**src/rtl/keygen_mul_pipe_if.sv**
```systemverilog
// Operand/result valid-ready bundle for keygen_mul_pipe.
// acc_clr exists only when KEYGEN_MUL_ACC_EN is defined.
interface keygen_mul_pipe_if #(
    parameter int DIN0_WIDTH = 16,
    parameter int DIN1_WIDTH = 15,
    parameter int DOUT_WIDTH = 16
);
    logic                  in_valid;
    logic                  in_ready;
    logic [DIN0_WIDTH-1:0] din0;
    logic [DIN1_WIDTH-1:0] din1;
    logic                  out_valid;
    logic                  out_ready;
    logic [DOUT_WIDTH-1:0] dout;
`ifdef KEYGEN_MUL_ACC_EN
    logic                  acc_clr;

    modport master (output in_valid, din0, din1, out_ready, acc_clr,
                    input  in_ready, out_valid, dout);
    modport slave  (input  in_valid, din0, din1, out_ready, acc_clr,
                    output in_ready, out_valid, dout);
`else
    modport master (output in_valid, din0, din1, out_ready,
                    input  in_ready, out_valid, dout);
    modport slave  (input  in_valid, din0, din1, out_ready,
                    output in_ready, out_valid, dout);
`endif
endinterface

```
**src/rtl/keygen_mul_pipe.sv**
```systemverilog
// Stallable pipelined multiplier with product bit-slice output and valid/ready flow control.
// Optional accumulate-in-final-stage mode is enabled by defining KEYGEN_MUL_ACC_EN.
module keygen_mul_pipe #(
    parameter int DIN0_WIDTH = 16,
    parameter int DIN1_WIDTH = 15,
    parameter int DOUT_WIDTH = 16,
    parameter int NUM_STAGE  = 4,
    parameter int SIGNED0    = 0,
    parameter int SIGNED1    = 0,
    parameter int OUT_LSB    = 0
) (
    input  logic              clk,
    input  logic              reset,
    input  logic              ce,
    keygen_mul_pipe_if.slave  bus
);
    localparam int P_W   = DIN0_WIDTH + DIN1_WIDTH;
    localparam int EXT_W = P_W + OUT_LSB + DOUT_WIDTH;
    localparam bit SGN   = (SIGNED0 != 0) || (SIGNED1 != 0);

    generate
        if (NUM_STAGE < 2 || NUM_STAGE > 8) begin : g_bad_stage
            $error("keygen_mul_pipe: NUM_STAGE must be in 2..8");
        end
        if (OUT_LSB >= P_W) begin : g_bad_lsb
            $error("keygen_mul_pipe: OUT_LSB must be below DIN0_WIDTH+DIN1_WIDTH");
        end
    endgenerate

    // Whole pipeline moves together; a held output blocks every stage.
    logic                 adv, accept;
    logic [NUM_STAGE:1]   vld_pipe;

    assign adv           = ce & (~vld_pipe[NUM_STAGE] | bus.out_ready);
    assign accept        = bus.in_valid & adv;
    assign bus.in_ready  = adv;
    assign bus.out_valid = vld_pipe[NUM_STAGE];

    always_ff @(posedge clk or posedge reset) begin
        if (reset)
            vld_pipe <= '0;
        else if (adv)
            vld_pipe <= {vld_pipe[NUM_STAGE-1:1], accept};
    end

    // Operands carry one extra bit so signed and unsigned share one signed multiply.
    logic signed [DIN0_WIDTH:0] a_r;
    logic signed [DIN1_WIDTH:0] b_r;
    logic [P_W-1:0]             prod, p_tail;

    always_ff @(posedge clk or posedge reset) begin
        if (reset) begin
            a_r <= '0;
            b_r <= '0;
        end else if (accept) begin
            a_r <= {(SIGNED0 != 0) & bus.din0[DIN0_WIDTH-1], bus.din0};
            b_r <= {(SIGNED1 != 0) & bus.din1[DIN1_WIDTH-1], bus.din1};
        end
    end

    assign prod = P_W'(a_r) * P_W'(b_r);

    generate
        if (NUM_STAGE == 2) begin : g_short
            assign p_tail = prod;
        end else begin : g_retime
            logic [P_W-1:0] p_sr [NUM_STAGE-2];
            always_ff @(posedge clk or posedge reset) begin
                if (reset) begin
                    for (int k = 0; k < NUM_STAGE-2; k++) p_sr[k] <= '0;
                end else if (adv) begin
                    p_sr[0] <= prod;
                    for (int k = 1; k < NUM_STAGE-2; k++) p_sr[k] <= p_sr[k-1];
                end
            end
            assign p_tail = p_sr[NUM_STAGE-3];
        end
    endgenerate

    function automatic logic [DOUT_WIDTH-1:0] slice(input logic [P_W-1:0] v);
        logic [EXT_W-1:0] ext;
        ext = {{(EXT_W-P_W){SGN & v[P_W-1]}}, v};
        return ext[OUT_LSB +: DOUT_WIDTH];
    endfunction

    logic [DOUT_WIDTH-1:0] dout_r;
    logic                  last_vld;
    assign last_vld = adv & vld_pipe[NUM_STAGE-1];

`ifdef KEYGEN_MUL_ACC_EN
    logic [NUM_STAGE-1:1] clr_pipe;
    logic [P_W-1:0]       acc, acc_nxt;

    always_ff @(posedge clk or posedge reset) begin
        if (reset) begin
            clr_pipe <= '0;
        end else if (adv) begin
            clr_pipe[1] <= bus.acc_clr;
            for (int k = 2; k < NUM_STAGE; k++) clr_pipe[k] <= clr_pipe[k-1];
        end
    end

    // Wraps modulo 2^P_W; only valid beats touch the accumulator.
    assign acc_nxt = clr_pipe[NUM_STAGE-1] ? p_tail : acc + p_tail;

    always_ff @(posedge clk or posedge reset) begin
        if (reset) begin
            acc    <= '0;
            dout_r <= '0;
        end else if (last_vld) begin
            acc    <= acc_nxt;
            dout_r <= slice(acc_nxt);
        end
    end
`else
    always_ff @(posedge clk or posedge reset) begin
        if (reset)
            dout_r <= '0;
        else if (last_vld)
            dout_r <= slice(p_tail);
    end
`endif

    assign bus.dout = dout_r;
endmodule
```
**src/flat_wrapper.sv**
```systemverilog
// flat-port wrapper written by rule: the top's interface ports become plain ports
module keygen_mul_pipe_flat 
#(
    parameter int DIN0_WIDTH = 16,
    parameter int DIN1_WIDTH = 15,
    parameter int DOUT_WIDTH = 16,
    parameter int NUM_STAGE  = 4,
    parameter int SIGNED0    = 0,
    parameter int SIGNED1    = 0,
    parameter int OUT_LSB    = 0
)
  (clk, reset, ce, bus_in_valid, bus_din0, bus_din1, bus_out_ready, bus_in_ready, bus_out_valid, bus_dout);
  keygen_mul_pipe_if #(.DIN0_WIDTH(DIN0_WIDTH), .DIN1_WIDTH(DIN1_WIDTH), .DOUT_WIDTH(DOUT_WIDTH)) bus_i ();
  input  logic clk;
  input  logic reset;
  input  logic ce;
  input wire logic [$bits(bus_i.in_valid)-1:0] bus_in_valid;
  input wire logic [$bits(bus_i.din0)-1:0] bus_din0;
  input wire logic [$bits(bus_i.din1)-1:0] bus_din1;
  input wire logic [$bits(bus_i.out_ready)-1:0] bus_out_ready;
  output wire logic [$bits(bus_i.in_ready)-1:0] bus_in_ready;
  output wire logic [$bits(bus_i.out_valid)-1:0] bus_out_valid;
  output wire logic [$bits(bus_i.dout)-1:0] bus_dout;
  assign bus_i.in_valid = bus_in_valid;
  assign bus_i.din0 = bus_din0;
  assign bus_i.din1 = bus_din1;
  assign bus_i.out_ready = bus_out_ready;
  assign bus_in_ready = bus_i.in_ready;
  assign bus_out_valid = bus_i.out_valid;
  assign bus_dout = bus_i.dout;
  keygen_mul_pipe #(.DIN0_WIDTH(DIN0_WIDTH), .DIN1_WIDTH(DIN1_WIDTH), .DOUT_WIDTH(DOUT_WIDTH), .NUM_STAGE(NUM_STAGE), .SIGNED0(SIGNED0), .SIGNED1(SIGNED1), .OUT_LSB(OUT_LSB)) u_core (.clk(clk), .reset(reset), .ce(ce), .bus(bus_i));
endmodule
```
**config.mk**
```make
export PLATFORM = sky130hd
export DESIGN_NAME = keygen_mul_pipe_flat
export DESIGN_NICKNAME = d
export VERILOG_FILES = /design/src/rtl/keygen_mul_pipe_if.sv /design/src/rtl/keygen_mul_pipe.sv /design/src/flat_wrapper.sv
export SDC_FILE = /design/constraint.sdc
export NUM_CORES = 1
export LEC_CHECK = 0
export BUFFER_PORTS_ARGS = -buffer_cell sky130_fd_sc_hd__buf_2
export CORE_UTILIZATION = 62
export DETAILED_ROUTE_END_ITERATION = 12
export PLACE_DENSITY = 0.9
export SYNTH_ARGS = -nofsm -noshare
export SYNTH_HDL_FRONTEND = slang
export SYNTH_SLANG_ARGS = --single-unit
```
**constraint.sdc**
```tcl
create_clock -name clk -period 7.1 [get_ports clk]
set_clock_uncertainty 0.1 [all_clocks]
set_input_delay 0.355 -clock clk [delete_from_list [all_inputs] [get_ports clk]]
set_output_delay 0.355 -clock clk [all_outputs]
set_load 0.01 [all_outputs]
```
Yosys cells after proc, flatten, opt, wreduce, memory -nomap -nowiden
Index checks and enable logic that the tools add are counted.

Register bits after elaboration: 83. Logic and storage cells: 12. Input bits: 36. Output and inout bits: 18.

$mul: 1. Bitwise logic cells: 5.

Operators by type and width (count): $mul 16x15->16 (1); $and 1x1->1 (3); $not 1->1 (1); $or 1x1->1 (1).

Logic depth before layout (Yosys ltp)
Depth in word-level cells: 4. Mapped depth: 20. Gate-level depth less buffers: 19.

Least setup slack after synthesis
No wires, ideal clock.

Path kind: flip-flop to flip-flop. Start: register u_core.b_r[0]. End: register u_core.g_retime.p_sr[46] in the netlist's numbering. Path buffers: 1. Data required time: 6868 ps. Stages on the path, launching flop included: 21. Arrival time: 5198 ps. Path slack: 1670 ps. Period minus slack after synthesis: 5430 ps. Setup time: 132 ps. Cell sequence: dfrtp_1 -> clkbuf_1 -> and2_1 -> fa_1 -> inv_1 -> fa_1 -> inv_1 -> fa_1 -> inv_1 -> fa_1 -> inv_1 -> fa_1 -> inv_1 -> fa_1 -> inv_1 -> ha_1 -> and4_1 -> a221oi_2 -> o21ai_4 -> xnor2_1 -> o21ai_1.

Longest elaborated chain between the ends: 1.

RTL lines: start: declaration (line keygen_mul_pipe.sv:48) `logic signed [DIN1_WIDTH:0] b_r;`; start signal: assignment (line keygen_mul_pipe.sv:57) `b_r <= {(SIGNED1 != 0) & bus.din1[DIN1_WIDTH-1], bus.din1};`; $mul 16x15->16 (line keygen_mul_pipe.sv:61) `assign prod = P_W'(a_r) * P_W'(b_r);`; end: declaration (line keygen_mul_pipe.sv:67) `logic [P_W-1:0] p_sr [NUM_STAGE-2];`.

No other way between the ends. A chain may end at the register's enable or synchronous reset.

Final worst setup path
Start: register u_core.a_r[4]. End: register u_core.g_retime.p_sr[46] in the netlist's numbering.

Longest elaborated chain between the ends: 1.

RTL lines: start: declaration (line keygen_mul_pipe.sv:47) `logic signed [DIN0_WIDTH:0] a_r;`; start signal: assignment (line keygen_mul_pipe.sv:56) `a_r <= {(SIGNED0 != 0) & bus.din0[DIN0_WIDTH-1], bus.din0};`; $mul 16x15->16 (line keygen_mul_pipe.sv:61).

No other way between the ends.

==> flow_summary.json <==
{
  "synth.ff_latch_count": 83,
  "postCtsSetupRepairBufs": 0,
  "clk_pin_slew_ns": 0.09,
  "antenna_found_initial": 0,
  "ys_types": 34,
  "die_x_um": 107.5,
  "cts_buffer_depth": 2,
  "detail-route-antenna-nets": 0,
  "max-cap-violations": 0,
  "synthXorXnorAreaFrac": 0.04767,
  "drv_slew": 0,
  "setup-tns-final_ns": 0,
  "drc": 0,
  "coreArea_um2": 10840,
  "rows": 38,
  "antenna_cells": 0,
  "cp.arrival_ns": 5.80,
  "crit_chain": "nand2_1, fa_1, fa_1, fa_1, fa_1, inv_1, fa_1, inv_1, fa_1, xnor2_1, xnor2_1, xnor2_1, xnor2_1, xnor3_1, xnor2_1, o21ai_1",
  "syn2layout_area_growth_pct": 8.574,
  "seq_area_frac_synth": 0.3009,
  "start_kind": "register",
  "post-route-period-util": 0.7996,
  "finalWirelength_um": 13880,
  "grt-ovfl-total": 0,
  "path_class": "register to register",
  "avgSynthCellArea_um2": 10.02,
  "crit_slowest_cell": "dfrtp_1",
  "worst_pin_slew_ns": 1.250,
  "whs_path_depth": 2,
  "grt_pass1_vias": 5361,
  "vias_per_cell": 5.435,
  "vias": 4745,
  "cts_tree": "built",
  "report.final.hold_viol_count": 0,
  "portBuffers": 53,
  "period_minus_slack_ns": 5.677,
  "num-nets-final": 888,
  "yosysWarningCount": 0,
  "grt_max_degree": 84,
  "gp_congestion": 0.9321,
  "cts_made_buffers": 9,
  "hpwl_um": 10650,
  "syn_inst": 689,
  "io_pins": 54,
  "syn_area_um2": 6903,
  "setup_viol": 0,
  "syn_nets": 849,
  "critPathRequiredTime_ns": 7.23,
  "cts-resized-gates": 0,
  "cts.sinks": 83,
  "cp-end-kind": "register",
  "slowest_delay_ns": 0.68,
  "fillCellCount": 768,
  "wl_per_cell_um": 15.90,
  "status": "finished clean",
  "async_flop_share": 1.000,
  "rsz0062_at_grt": "false",
  "synthAdderAreaFrac": 0.3129,
  "cp_common_cell": "fa_1",
  "synth_compound_area_frac": 0.03245,
  "postPlaceCellArea_um2": 7268,
  "crit_path_max_fanout": 13,
  "synth-edff-count": 0,
  "design_area_um2": 7495,
  "die-area_um2": 11560,
  "drive_gt1_frac": 0.1405,
  "die_y_um": 107.5,
  "synth-simple-area-share": 0.1543,
  "ctsHoldBuffers": 0,
  "synthMuxAreaShare": 0.07667,
  "clkLatencyLatePin_ns": 0.35,
  "synth_top_family_by_area": "adder cells",
  "ys.flop_type": "dfrtp_1",
  "track_usage": 0.2726,
  "hold_path_class": "primary input to register",
  "start_util": 0.6368,
  "h-tree-depth": 3,
  "slew_headroom": 0.1647,
  "cts-root-buf": "clkbuf_8",
  "drt_iter0_markers": 183,
  "firstDrtPassIters": 4,
  "max_clock_freq_ghz": 0.1762,
  "r2r_cells": 16,
  "grt_pass1_wl_um": 24230
}
==> metrics by stage <==
| stage | hold WS (ns) | std cells | util | setup WS (ns) |
|---|---|---|---|---|
| floorplan | 0.3385 | 689 | - | 1.670 |
| global placement | 0.3481 | 857 | 0.6705 | 1.603 |
| detailed placement | 0.3489 | 857 | 0.6705 | 1.434 |
| CTS | 0.1030 | 873 | 0.6914 | 1.402 |
| global route | 0.1161 | 873 | 0.6914 | 1.106 |
| finish | 0.1180 | 873 | 0.6914 | 1.423 |
==> registers in the layout, indices dropped and copies added, names as in the netlist <==
| name | cells |
|---|---|
| u_core.a_r | 16 |
| u_core.bus.dout | 16 |
| u_core.g_retime.p_sr | 16 |
| u_core.p_tail | 16 |
| u_core.b_r | 15 |
| u_core.vld_pipe | 4 |
==> kinds of logic (layout without fill, tap and decap cells) <==
logic type               Yosys count  after routing
AO/OA/AOI/OAI                     35             35
buffers and inverters            136            180
adder cells (fa/ha/maj)          124            124
AND/OR/NAND/NOR                  228            228
XOR/XNOR                          36             36
multiplexers                      47             47
flip-flops                        83             83
==> Yosys cell counts, drive strengths merged, types with 4 or more instances <==
cell,number,share of area
xnor2,26,0.033
ha,43,0.078
buf,9,0.0062
mux2,47,0.077
and2,71,0.064
xor2,9,0.011
a21o,4,0.0044
nand2,147,0.080
fa,81,0.23
a21oi,7,0.0051
inv,107,0.058
dfrtp,83,0.30
clkbuf,20,0.011
o21ai,16,0.013
==> per-layer routing <==
| metal | up-vias | GRT usage | part of all wire |
|---|---|---|---|
| li1 | 2165 | - | - |
| met1 | 2375 | 0.3206 | 0.40 |
| met2 | 154 | 0.4849 | 0.51 |
| met3 | 51 | 0.04298 | 0.049 |
| met4 | 0 | 0.1321 | 0.040 |
| met5 | - | 0 | 0 |
==> cell usage in the layout, fill, tap and decap left out, types with 2 or more instances in the layout <==
master     netlist  routed
bufinv_16        0       2
o21ai_1         15      14
nand3b_1         2       2
dfrtp_1         83      83
and2_1          71      71
nand2b_1         2       2
inv_2            2       2
a21oi_1          7       7
clkbuf_8         0      10
ha_1            43      43
mux2_2          25      25
buf_2            4      53
xnor2_1         26      26
xor2_1           9       9
a211oi_1         2       2
o21bai_1         2       2
nand2_1        147     147
buf_4            1       4
inv_1          105     104
o21ai_4          1       2
fa_1            81      81
mux2_1          22      22
a21o_1           4       4
==> worst max-delay path: cells and delay by family, from the launching register on <==
family,cells,cell delay (ns)
adder cells (fa/ha/maj),6,3.03
XOR/XNOR,6,1.41
flip-flops,1,0.68
AND/OR/NAND/NOR,1,0.15
buffers and inverters,2,0.10
AO/OA/AOI/OAI,1,0.08
==> worst paths after layout <==
kind | startpoint | to | slack [ns]
max | u_core.a_r[4] | u_core.g_retime.p_sr[46] | 1.42
min | bus_din0[15] | u_core.a_r[15] | 0.12
max reg2reg | u_core.a_r[4] | u_core.g_retime.p_sr[46] | 1.42
min reg2reg | u_core.g_retime.p_sr[34] | u_core.p_tail[3] | 0.37
max in group asynchronous | reset | u_core.g_retime.p_sr[43] | 6.04
min in group asynchronous | reset | u_core.a_r[2] | 0.20
==> final cells by class <==
| cell class | count | area [um^2] | share of cell area |
|---|---|---|---|
| clock inverter | 5 | 85.08 | 0.01135 |
| inverter | 107 | 402.9 | 0.05376 |
| sequential | 83 | 2077 | 0.2771 |
| timing repair buffer | 57 | 295.3 | 0.03940 |
| tap | 140 | 175.2 | 0.02337 |
| clock buffer | 11 | 141.4 | 0.01886 |
| multi-input combinational | 470 | 4318 | 0.5761 |
Power is left out: the tool's default activity adds up to more than one toggle a clock period on the data nets, which glitch-free logic cannot reach.
